<file path="src/rtl/if_pkg.sv">
// Shared types and defaults for the instruction-fetch prefetch stage.
package if_pkg;

  localparam int unsigned XLEN_DEFAULT       = 32;
  localparam logic [31:0] RESET_PC_DEFAULT   = 32'h0000_0000;
  localparam logic [31:0] EXC_VECTOR_DEFAULT = 32'h8000_0180;

  typedef enum logic [1:0] {
    IDLE  = 2'd0,
    RUN   = 2'd1,
    FLUSH = 2'd2
  } if_state_e;

  typedef struct packed {
    logic [XLEN_DEFAULT-1:0] pc;
    logic [XLEN_DEFAULT-1:0] inst;
  } fetch_entry_t;

endpackage

</file>
<file path="src/rtl/if_fifo.sv">
// Synchronous FIFO of fetch entries with push/pop/clear; DEPTH must be a power of two.
module if_fifo
  import if_pkg::*;
#(
  parameter int unsigned DEPTH   = 4,
  parameter type         entry_t = fetch_entry_t
) (
  input  logic                       clk,
  input  logic                       rst,
  input  logic                       i_push,
  input  entry_t                     i_push_data,
  input  logic                       i_pop,
  input  logic                       i_clear,
  output entry_t                     o_head,
  output logic [$clog2(DEPTH+1)-1:0] o_count,
  output logic                       o_full,
  output logic                       o_empty
);

  localparam int unsigned AW = (DEPTH > 1) ? $clog2(DEPTH) : 1;
  localparam int unsigned CW = $clog2(DEPTH + 1);

  entry_t        r_mem [DEPTH];
  logic [AW-1:0] r_wr_ptr;
  logic [AW-1:0] r_rd_ptr;
  logic [CW-1:0] r_count;
  logic          w_do_push;
  logic          w_do_pop;

  assign o_count = r_count;
  assign o_empty = (r_count == '0);
  assign o_full  = (r_count == CW'(DEPTH));
  assign o_head  = r_mem[r_rd_ptr];

  // A full FIFO may still accept a push when the head leaves in the same cycle.
  assign w_do_pop  = i_pop && !o_empty;
  assign w_do_push = i_push && (!o_full || w_do_pop);

  always_ff @(posedge clk) begin
    if (rst || i_clear) begin
      r_wr_ptr <= '0;
      r_rd_ptr <= '0;
      r_count  <= '0;
    end else begin
      if (w_do_push) r_wr_ptr <= r_wr_ptr + AW'(1);
      if (w_do_pop)  r_rd_ptr <= r_rd_ptr + AW'(1);
      r_count <= r_count + CW'(w_do_push) - CW'(w_do_pop);
    end
  end

  always_ff @(posedge clk) begin
    if (w_do_push && !i_clear && !rst) r_mem[r_wr_ptr] <= i_push_data;
  end

endmodule

</file>
<file path="src/rtl/if_prefetch.sv">
// Prefetching instruction-fetch stage: credit-limited request issue, in-order responses,
// redirect flush with stale-response dropping. IF_PERF_CNT_EN adds performance counters.
module if_prefetch
  import if_pkg::*;
#(
  parameter int unsigned      XLEN       = XLEN_DEFAULT,
  parameter int unsigned      FIFO_DEPTH = 4,
  parameter logic [XLEN-1:0]  RESET_PC   = XLEN'(RESET_PC_DEFAULT),
  parameter logic [XLEN-1:0]  EXC_VECTOR = XLEN'(EXC_VECTOR_DEFAULT)
) (
  input  logic            clk,
  input  logic            rst,
  output logic            imem_req_valid,
  output logic [XLEN-1:0] imem_req_addr,
  input  logic            imem_req_ready,
  input  logic            imem_rsp_valid,
  input  logic [XLEN-1:0] imem_rsp_data,
  input  logic            br,
  input  logic [XLEN-1:0] pc_branch,
  input  logic            except,
  output logic            out_valid,
  output logic [XLEN-1:0] out_pc,
  output logic [XLEN-1:0] out_inst,
`ifdef IF_PERF_CNT_EN
  output logic [31:0]     perf_fetched,
  output logic [31:0]     perf_dropped,
  output logic [31:0]     perf_stall,
`endif
  input  logic            out_ready
);

  localparam int unsigned     CW         = $clog2(FIFO_DEPTH + 1);
  localparam int unsigned     SW         = CW + 1;
  localparam logic [XLEN-1:0] PC_INC     = XLEN'(4);
  localparam logic [XLEN-1:0] ALIGN_MASK = ~XLEN'(3);

  typedef struct packed {
    logic [XLEN-1:0] pc;
    logic [XLEN-1:0] inst;
  } pf_entry_t;

  if_state_e       r_state;
  if_state_e       w_state_next;
  logic [XLEN-1:0] r_fetch_pc;
  logic [XLEN-1:0] r_rsp_pc;
  logic [XLEN-1:0] w_target;
  logic [CW-1:0]   r_outstanding;
  logic [CW-1:0]   r_drop_cnt;
  logic [CW-1:0]   w_outstanding_next;
  logic [CW-1:0]   w_drop_next;
  logic [CW-1:0]   w_fifo_count;
  logic            w_redirect;
  logic            w_credit;
  logic            w_fire;
  logic            w_rsp;
  logic            w_drop;
  logic            w_push;
  logic            w_pop;
  logic            w_full;
  logic            w_empty;
  pf_entry_t       w_push_data;
  pf_entry_t       w_head;

  // Redirect decode: exception wins over branch; target always word aligned.
  assign w_redirect = br || except;
  assign w_target   = (except ? EXC_VECTOR : pc_branch) & ALIGN_MASK;

  assign w_credit = (SW'(w_fifo_count) + SW'(r_outstanding)) < SW'(FIFO_DEPTH);
  assign w_fire   = imem_req_valid && imem_req_ready;

  // Responses arriving with nothing outstanding (e.g. after reset) are ignored.
  assign w_rsp  = imem_rsp_valid && (r_outstanding != '0);
  assign w_drop = w_rsp && (w_redirect || (r_drop_cnt != '0));
  assign w_push = w_rsp && !w_drop;
  assign w_pop  = out_valid && out_ready && !w_redirect;

  assign w_push_data.pc   = r_rsp_pc;
  assign w_push_data.inst = imem_rsp_data;

  assign w_outstanding_next = r_outstanding + CW'(w_fire) - CW'(w_rsp);

  always_comb begin
    w_drop_next = r_drop_cnt;
    if (w_redirect) begin
      w_drop_next = r_outstanding - CW'(w_rsp);
    end else if (w_rsp && (r_drop_cnt != '0)) begin
      w_drop_next = r_drop_cnt - CW'(1);
    end
  end

  // FSM state register
  always_ff @(posedge clk) begin
    if (rst) r_state <= IDLE;
    else     r_state <= w_state_next;
  end

  // FSM next state
  always_comb begin
    w_state_next = r_state;
    case (r_state)
      IDLE:       w_state_next = RUN;
      RUN, FLUSH: w_state_next = (w_drop_next != '0) ? FLUSH : RUN;
      default:    w_state_next = IDLE;
    endcase
  end

  // FSM outputs
  always_comb begin
    imem_req_valid = 1'b0;
    case (r_state)
      RUN, FLUSH: imem_req_valid = w_credit && !w_redirect;
      default:    imem_req_valid = 1'b0;
    endcase
  end

  always_ff @(posedge clk) begin
    if (rst) begin
      r_fetch_pc    <= RESET_PC;
      r_rsp_pc      <= RESET_PC;
      r_outstanding <= '0;
      r_drop_cnt    <= '0;
    end else begin
      r_outstanding <= w_outstanding_next;
      r_drop_cnt    <= w_drop_next;
      if (w_redirect) begin
        r_fetch_pc <= w_target;
        r_rsp_pc   <= w_target;
      end else begin
        if (w_fire) r_fetch_pc <= r_fetch_pc + PC_INC;
        if (w_push) r_rsp_pc   <= r_rsp_pc + PC_INC;
      end
    end
  end

  assign imem_req_addr = r_fetch_pc;

  if_fifo #(
    .DEPTH   (FIFO_DEPTH),
    .entry_t (pf_entry_t)
  ) u_fifo (
    .clk         (clk),
    .rst         (rst),
    .i_push      (w_push),
    .i_push_data (w_push_data),
    .i_pop       (w_pop),
    .i_clear     (w_redirect),
    .o_head      (w_head),
    .o_count     (w_fifo_count),
    .o_full      (w_full),
    .o_empty     (w_empty)
  );

  // Head storage is not reset, so hide it while empty.
  assign out_valid = !w_empty;
  assign out_pc    = w_empty ? '0 : w_head.pc;
  assign out_inst  = w_empty ? '0 : w_head.inst;

  // The credit rule keeps a push from ever landing on a full, non-draining buffer.
  a_no_overflow : assert property (@(posedge clk) disable iff (rst) !(w_push && w_full && !w_pop));

`ifdef IF_PERF_CNT_EN
  logic [31:0] r_perf_fetched;
  logic [31:0] r_perf_dropped;
  logic [31:0] r_perf_stall;

  always_ff @(posedge clk) begin
    if (rst) begin
      r_perf_fetched <= '0;
      r_perf_dropped <= '0;
      r_perf_stall   <= '0;
    end else begin
      if (w_fire)                  r_perf_fetched <= r_perf_fetched + 32'd1;
      if (w_drop)                  r_perf_dropped <= r_perf_dropped + 32'd1;
      if (out_valid && !out_ready) r_perf_stall   <= r_perf_stall + 32'd1;
    end
  end

  assign perf_fetched = r_perf_fetched;
  assign perf_dropped = r_perf_dropped;
  assign perf_stall   = r_perf_stall;
`endif

endmodule

</file>
<file path="config.mk">
export PLATFORM = sky130hd
export DESIGN_NAME = if_prefetch
export DESIGN_NICKNAME = d
export VERILOG_FILES = /design/src/rtl/if_pkg.sv /design/src/rtl/if_fifo.sv /design/src/rtl/if_prefetch.sv
export SDC_FILE = /design/constraint.sdc
export NUM_CORES = 1
export LEC_CHECK = 0
export ABC_CLOCK_PERIOD_IN_PS = 6100
export CAP_MARGIN = 20
export CORE_ASPECT_RATIO = 0.9
export CORE_MARGIN = 2
export CORE_UTILIZATION = 28
export DETAILED_ROUTE_END_ITERATION = 10
export PLACE_DENSITY = 0.54
export SLEW_MARGIN = 15
export SYNTH_ARGS = -nofsm -noshare
export SYNTH_HDL_FRONTEND = slang
export SYNTH_SLANG_ARGS = --single-unit
export TNS_END_PERCENT = 10
</file>
<file path="constraint.sdc">
create_clock -name clk -period 6.1 [get_ports clk]
set_input_delay 0.61 -clock clk [delete_from_list [all_inputs] [get_ports clk]]
set_output_delay 0.61 -clock clk [all_outputs]
set_load 0.1 [all_outputs]
</file>
==> summary.txt <==
Filler Cell Count -> 4744
class of the worst hold path -> register to register
Initial Util -> 0.284
post-route ant nets -> 0
DR WL met3 -> 2800 µm
yosys warns -> 0
outcome -> finished, final reports clean
CTS tree -> yes
I/O Buffers -> 162
total CTS buffers -> 36
initial antenna violation count -> 1
Max IR drop VDD -> 0.159 mV
Antenna diodes -> 0
placed cell area -> 0.0164 mm²
Setup TNS Final -> 0 ns
Clk Tree Root Cell -> clkbuf_16
EDFF count, synth -> 248
Resize count post-CTS -> 0
detailed-route via count -> 9032
area share of the largest cell type after synthesis -> 0.532
final WL -> 35600 µm
Final Cycle Share -> 0.696
syn_area_per_cell -> 14.0 µm²
critical path endpoint category -> output port
CP arrival -> 3.64 ns
wire per inst -> 19.2 µm
worst-path fanout max -> 33
CTS clk-pin slew, worst paths -> 0.06 ns
Max Slew Vio Count -> 0
synth top area cells -> edfxtp_1, dfxtp_1, mux4_2
Post-CTS Setup Bufs -> 0
fin crit period -> 4.25 ns
commonest cells in the netlist -> edfxtp_1, dfxtp_1, and2_1, nand2_1, mux4_2
final RePlAce weighted congestion -> 0.836
Async SR Flop Fraction -> 0
total of max-cap violations -> 0
Avg Vias per Cell -> 4.87
Final Skew -> 0.0104 ns
PD cells -> 297 mW/mm²
Max H-tree Level -> 2
DPL Wire Length -> 23200 µm
P&R area growth vs syn -> 25.6%
Cells after Synth -> 1001
Core Box Area -> 0.0492 mm²
clk_lat worst skew -> 0.53 ns
Setup-failing EPs final -> 0
FP Rows -> 77
share of cells above drive strength 1 -> 0.129
RSZ-0062 raised after global routing -> no
#FFs+latches synth -> 325
dominant cell type by area after synthesis -> edfxtp_1
synthesized cell area -> 0.0140 mm²
Unique masters post-synth -> 58
Max Used Layer -> met5
Req. time, crit path -> 5.49 ns
wire length on met1 -> 16500 µm
total I/O pin count -> 169
fmax -> 235 MHz
total global routing overflow -> 0
die area -> 0.0518 mm²
post-synthesis sequential area ratio -> 0.642
Worst Max-Slew Pin Slew -> 1.13 ns
metal2 WL -> 15800 µm
DIE HEIGHT -> 216 µm
via count of the first global-routing pass -> 8938
Longest Clk Path Bufs -> 3
Hold Buf Count CTS -> 0
drt initial violations -> 596
most common cell in the netlist -> edfxtp_1
Horiz. Die Dim -> 240 µm
most common flop cell mapped by yosys -> edfxtp_1
DR pass1 iterations -> 5
largest net degree at the start of global routing -> 65
global-route wire length before repair -> 54500 µm
Total Routing Usage GR -> 0.137
NumNets Final -> 1251
total clock sinks -> 325
post-layout instance area -> 0.0176 mm²
Setup CP Type -> register to output port
Fin. Hold Viols -> 0
Max-slew headroom -> 0.248
leakage -> 5.55 nW
Remaining DRCs -> 0
crit path launch type -> register
flip-flops by register name (all words and copies together) (netlist names), named ones only:
register / cells
imem_req_addr: 30
u_fifo.o_count: 3
r_drop_cnt: 3
u_fifo.r_rd_ptr: 2
u_fifo.r_wr_ptr: 2
r_state: 2
r_outstanding: 3
u_fifo.r_mem: 248
r_rsp_pc: 30
area by class of cell:
cell class	count	area, µm²	area share
tap	671	840	0.0478
timing repair buffer	178	1790	0.102
clock buffer	45	966	0.0550
inverter	24	90.1	0.00513
clock inverter	15	210	0.0120
multi-input combinational	595	4680	0.266
sequential	325	8990	0.512
path summary, 6_finish.rpt:
check | slack, ns | endpoint | cells after the start | startpoint
setup / recovery | 1.85 | out_inst[8] | 4 | register
hold / removal | 0.53 | u_fifo.r_rd_ptr[1] | 2 | u_fifo.r_rd_ptr[1]
hold reg to reg | 0.53 | u_fifo.r_rd_ptr[1] | 2 | u_fifo.r_rd_ptr[1]
setup reg to reg | 2.61 | r_outstanding[2] | 12 | r_outstanding[2]
cells in the final DEF, fill, tap and decap left out, types with 23 or more instances in the layout:
cell             synthesis  routed
o21ai_0                 45      45
nand2_1                 74      74
edfxtp_1               248     248
nand4_1                 23      23
clkdlybuf4s50_1          0     162
dfxtp_1                 77      75
nor2_1                  45      44
clkbuf_16                0      37
and2_1                  74      70
inv_1                   24      24
nand3_1                 29      29
mux4_2                  62      62
a21oi_1                 51      51
critical path, stage by stage (launching register included):
cell             delay [ns]
dfxtp_2                0.94
buf_4                  0.55
mux4_2                 0.28
and2_1                 0.16
clkdlybuf4s50_1        1.15
cells by family after synthesis:
family	after synthesis	synth area share
compound gates	167	0.0755
xor+xnor	16	0.0100
fa+ha+maj	20	0.0190
buf+inv	84	0.0249
flops	325	0.642
mux	71	0.106
other cells	1	0.000268
simple gates	317	0.122
where the power goes:
group          total, mW  switching, mW  internal, mW  leakage (nW)
logic              0.541          0.351         0.191          2.10
clock network       2.20          0.864          1.33         0.580
registers           2.48         0.0503          2.43          2.87
metrics by stage:
step | power (mW) | setup slack, ns | std cells | utilization | hold WS, ns
6_report | 5.21 | 1.85 | 1853 | 0.357 | 0.530
5_1_grt | 5.43 | 1.66 | 1853 | 0.357 | 0.573
4_1_cts | 5.28 | 1.76 | 1853 | 0.357 | 0.541
3_5_place_dp | 3.06 | 2.15 | 1793 | 0.333 | 0.524
3_3_place_gp | 3.06 | 2.25 | 1793 | 0.333 | 0.508
2_1_floorplan | 2.88 | 2.36 | 1004 | - | 0.470
metal layers:
layer  track usage  vias up
li1              -     4180
met1         0.192     4474
met2         0.214      334
met3        0.0346       42
met4        0.0277        2
met5             0        -
Note: power is estimated with default switching activity, not from simulation.
==> RTL edit 1, RTL diff (same flow settings) <==
The parameter `FIFO_DEPTH` goes from 4 to 8.
--- a/src/rtl/if_prefetch.sv
+++ b/src/rtl/if_prefetch.sv
@@ -4,7 +4,7 @@
   import if_pkg::*;
 #(
   parameter int unsigned      XLEN       = XLEN_DEFAULT,
-  parameter int unsigned      FIFO_DEPTH = 4,
+  parameter int unsigned      FIFO_DEPTH = 8,
   parameter logic [XLEN-1:0]  RESET_PC   = XLEN'(RESET_PC_DEFAULT),
   parameter logic [XLEN-1:0]  EXC_VECTOR = XLEN'(EXC_VECTOR_DEFAULT)
 ) (
Function: changed (a bounded check fails within 10 cycles, from zero or initial values and one cycle with rst high).
==> RTL edit 1 against the original RTL <==
  * Cell area is 66% higher
  * Die area is 69% higher
  * Count of clock-buffer cells in the layout is 24 higher
  * Register-to-register slack worse by 0.04 ns
  * Critical path type unchanged
  * Clock skew is 0.051 ns higher
  * Critical endpoint is now out_inst[18]
  * Sequential cell count is 254 higher
  * Area after synthesis is 71% higher
  * Setup slack worse by 0.39 ns
  * Total power is 74% higher
  * Clock power is 80% higher
  * Wire length is 67% higher
==> RTL edit 1: results (changes against the original RTL) <==
cp.arrival_ns: 4.02  # +0.38 ns
drt-initial-drc-count: 1069  # +79%
seq_area_frac: 0.569  # +0.0571
dp_slack_ns: 1.70  # -0.449 ns
synth-compound-area-share: 0.0564  # -0.0191
n_fill_cell: 8141  # +72%
p_clk_uw: 3960  # +80%
track_usage: 0.134  # -0.00256
gp_congestion: 0.847  # +1.3%
drt_wl_total_mm: 59.6  # +67%
firstDrtPassIters: 6  # +1
critPathMaxFanout: 64  # +94%
slew_headroom: 0.227  # -0.0205
nNonClkInverters: 32  # +33%
numCtsBuffers: 61  # +69%
synth_area_leaders: "edfxtp_1, mux4_2, dfxtp_1, mux2i_1, nor2_1"
p_per_area_nw_per_um2: 311  # +4.7%
ys_top_cells_by_count: "edfxtp_1, mux4_2, nor2_1"
fp-row-count: 101  # +31%
dpl_cell_area_um2: 26900  # +64%
nNetsFinal: 1724  # +38%
ys_seq_area_frac: 0.693  # +0.0505
yosysUniqueCellTypes: 73  # +26%
multi_input_area_share: 0.238  # -0.0278
skew_ns: 0.0609  # +0.0506 ns
clkbuf_count: 69  # +53%
clock-sinks: 579  # +78%
drive_gt1_frac: 0.164  # +0.0354
num-multi-input-gates: 760  # +28%
nonClkBufAreaFrac: 0.0650  # -0.0370
synth_xor_area_frac: 0.00403  # -0.00598
n_all_buffers: 192  # +7.9%
register_area_um2: 16600  # +84%
status: "completed"
synth-adder-area-share: 0.0148  # -0.00419
final-clk-cell-share: 0.0747  # +0.00778
via_per_inst: 4.89  # +0.25%
synth.area.mux_share: 0.145  # +0.0392
place_inst: 2695  # +50%
vdd_drop_max_v: 0.000230  # +44%
synth-edff-count: 496  # +100%
dp_hpwl_mm: 35.4  # +53%
syn_area_per_cell_um2: 16.5  # +18%
grt_pass1_wl_mm: 89.3  # +64%
clock_latency_ns: 0.67  # +0.14 ns
swShare: 0.230  # -0.0130
largest_reg_flops: 496  # +100%
p_seq_uw: 4410  # +78%
power.leakage_uw: 0.00889  # +60%
==> RTL edit 1: cell count changes in the layout (fill, tap and decap cells not counted), sizes merged, moves of 16 or more <==
| cell | change |
|---|---|
| clkbuf | +24 |
| nor2 | +72 |
| mux2i | +58 |
| and2 | -64 |
| clkinv | +21 |
| a21oi | +16 |
| edfxtp | +248 |
| mux4 | +62 |
==> RTL edit 1: final timing paths <==
| path | start | end | slack, ns | cells past startpoint |
|---|---|---|---|---|
| setup / recovery | flop | out_inst[18] | 1.47 | 5 |
| setup reg to reg | r_drop_cnt[0] | u_fifo.r_mem[4][48] | 2.57 | 8 |
| hold / removal | u_fifo.r_rd_ptr[1] | flop | 0.47 | 2 |
| hold reg to reg | u_fifo.r_rd_ptr[1] | flop | 0.47 | 2 |
==> RTL edit 1: metal layers <==
layer / GRT usage / wire [um] / up-vias
met5: 0 / 0 / -
met4: 0.0296 / 888 / 0
met3: 0.0268 / 3890 / 65
met2: 0.217 / 27700 / 456
met1: 0.187 / 27100 / 7061
li1: - / - / 6149
==> RTL edit 2, RTL diff (same flow settings) <==
Made on the original files. Re-encode `if_state_e` (3 states) as one-hot, 3 bits wide.
--- a/src/rtl/if_pkg.sv
+++ b/src/rtl/if_pkg.sv
@@ -5,10 +5,10 @@
   localparam logic [31:0] RESET_PC_DEFAULT   = 32'h0000_0000;
   localparam logic [31:0] EXC_VECTOR_DEFAULT = 32'h8000_0180;
 
-  typedef enum logic [1:0] {
-    IDLE  = 2'd0,
-    RUN   = 2'd1,
-    FLUSH = 2'd2
+  typedef enum logic [2:0] {
+    IDLE  = 3'b001,
+    RUN   = 3'b010,
+    FLUSH = 3'b100
   } if_state_e;
 
   typedef struct packed {
Function: same outputs for any inputs over 4 cycles, from zero or initial values and one cycle with rst high; so few cycles prove little.
==> RTL edit 2 against the original RTL <==
  * Area after synthesis rose by 0.47%
  * Total power rose by 0.32%
  * Wire length rose by 4.5%
  * First-iteration DRC count rose by 20%
  * Die area rose by 0.47%
  * Synthesized cell count fell by 0.40%
  * Cell area rose by 0.47%
  * Combinational power fell by 7.9%
  * Register-to-register slack improved by 0.03 ns
  * Clock skew rose by 0.011 ns
  * Setup slack improved by 0.019 ns
  * Sequential power barely moved
  * Sequential cell count rose by 1
  * Largest power group unchanged
==> RTL edit 2: results (changes against the original RTL) <==
drt-initial-drc-count: 713  # +20%
hp-start: "imem_req_addr[29]"
register_area_um2: 9010  # +0.22%
ys_top_cells_by_count: "edfxtp_1, dfxtp_1, nand2_1"
power.leakage_uw: 0.00560  # +1.0%
critPathMaxFanout: 46  # +39%
cp.arrival_ns: 3.62  # -0.02 ns
track_usage: 0.143  # +0.00564
largest-register: "u_fifo.r_mem"
first_global_vias: 9059  # +1.4%
vdd_drop_max_v: 0.000174  # +9.5%
grt_max_degree: 66  # +1.5%
via_per_inst: 4.97  # +2.0%
dpl_cell_area_um2: 16400  # +0.18%
antenna_found_initial: 0  # -1
p_per_area_nw_per_um2: 296  # -0.15%
hold_end: "imem_req_addr[29]"
cpPeakStageDelay_ns: 1.21  # +0.06 ns
n_fill_cell: 4837  # +2.0%
swShare: 0.247  # +0.00421
fmax_mhz: 236  # +0.45%
async_reset_ff_frac: 0  # unchanged
status: "completed"
dp_hpwl_mm: 23.9  # +3.1%
tightest_slew_ns: 1.14  # +0.0128 ns
post_cts_buffers: 0  # unchanged
finalNonFillerCells: 1858  # +0.27%
place_inst: 1792  # -0.056%
postSynthCellCount: 997  # -0.40%
synth-edff-count: 248  # unchanged
drt_wl_total_mm: 37.2  # +4.5%
dp_slack_ns: 1.97  # -0.173 ns
nNetsFinal: 1249  # -0.16%
gp_congestion: 0.880  # +5.2%
clock_latency_ns: 0.56  # +0.03 ns
hold_slack_ns: 0.536  # +0.00530 ns
drive_gt1_frac: 0.128  # -0.000542
crit_end: "out_pc[15]"
hold_class: "reg2reg"
grt_pass1_wl_mm: 56.1  # +3.0%
skew_ns: 0.0217  # +0.0113 ns
synth_area_leaders: "edfxtp_1, dfxtp_1, mux4_2, and2_1, a21oi_1"
rrSetupSlack_ns: 2.64  # +0.03 ns
yosysUniqueCellTypes: 71  # +22%
numCtsBuffers: 37  # +2.8%
p_clk_uw: 2250  # +2%
worstReg2RegStart: "r_outstanding[2]"
ys_seq_area_frac: 0.641  # -0.00161
## RTL edit 2: cell type report
type	count	area share
sequential	326	0.511
multi-input combinational	596	0.269
timing repair buffer	177	0.0982
clock buffer	49	0.0562
tap	671	0.0476
clock inverter	17	0.0135
inverter	22	0.00468
## RTL edit 2: metal layers
metal	share of wire	routed length, um	vias up	track usage
met5	0	0	-	0
met1	0.47	17600	4612	0.207
met3	0.077	2860	52	0.0358
li1	-	-	4221	-
met4	0.019	705	0	0.0387
met2	0.43	16100	352	0.211
## RTL edit 2: cell families after synthesis
| kind of cell | share of synthesized area |
|---|---|
| mux | 0.103 |
| compound gates | 0.0870 |
| buf+inv | 0.0230 |
| xor+xnor | 0.00997 |
| flops | 0.641 |
| fa+ha+maj | 0.0171 |
| simple gates | 0.119 |
| other cells | 0.000267 |
## RTL edit 2: tightest hold or removal path, cell delays in order (launching register included)
cell	delay [ns]
dfxtp_1	0.32
a21oi_1	0.11
a21oi_1	0.06
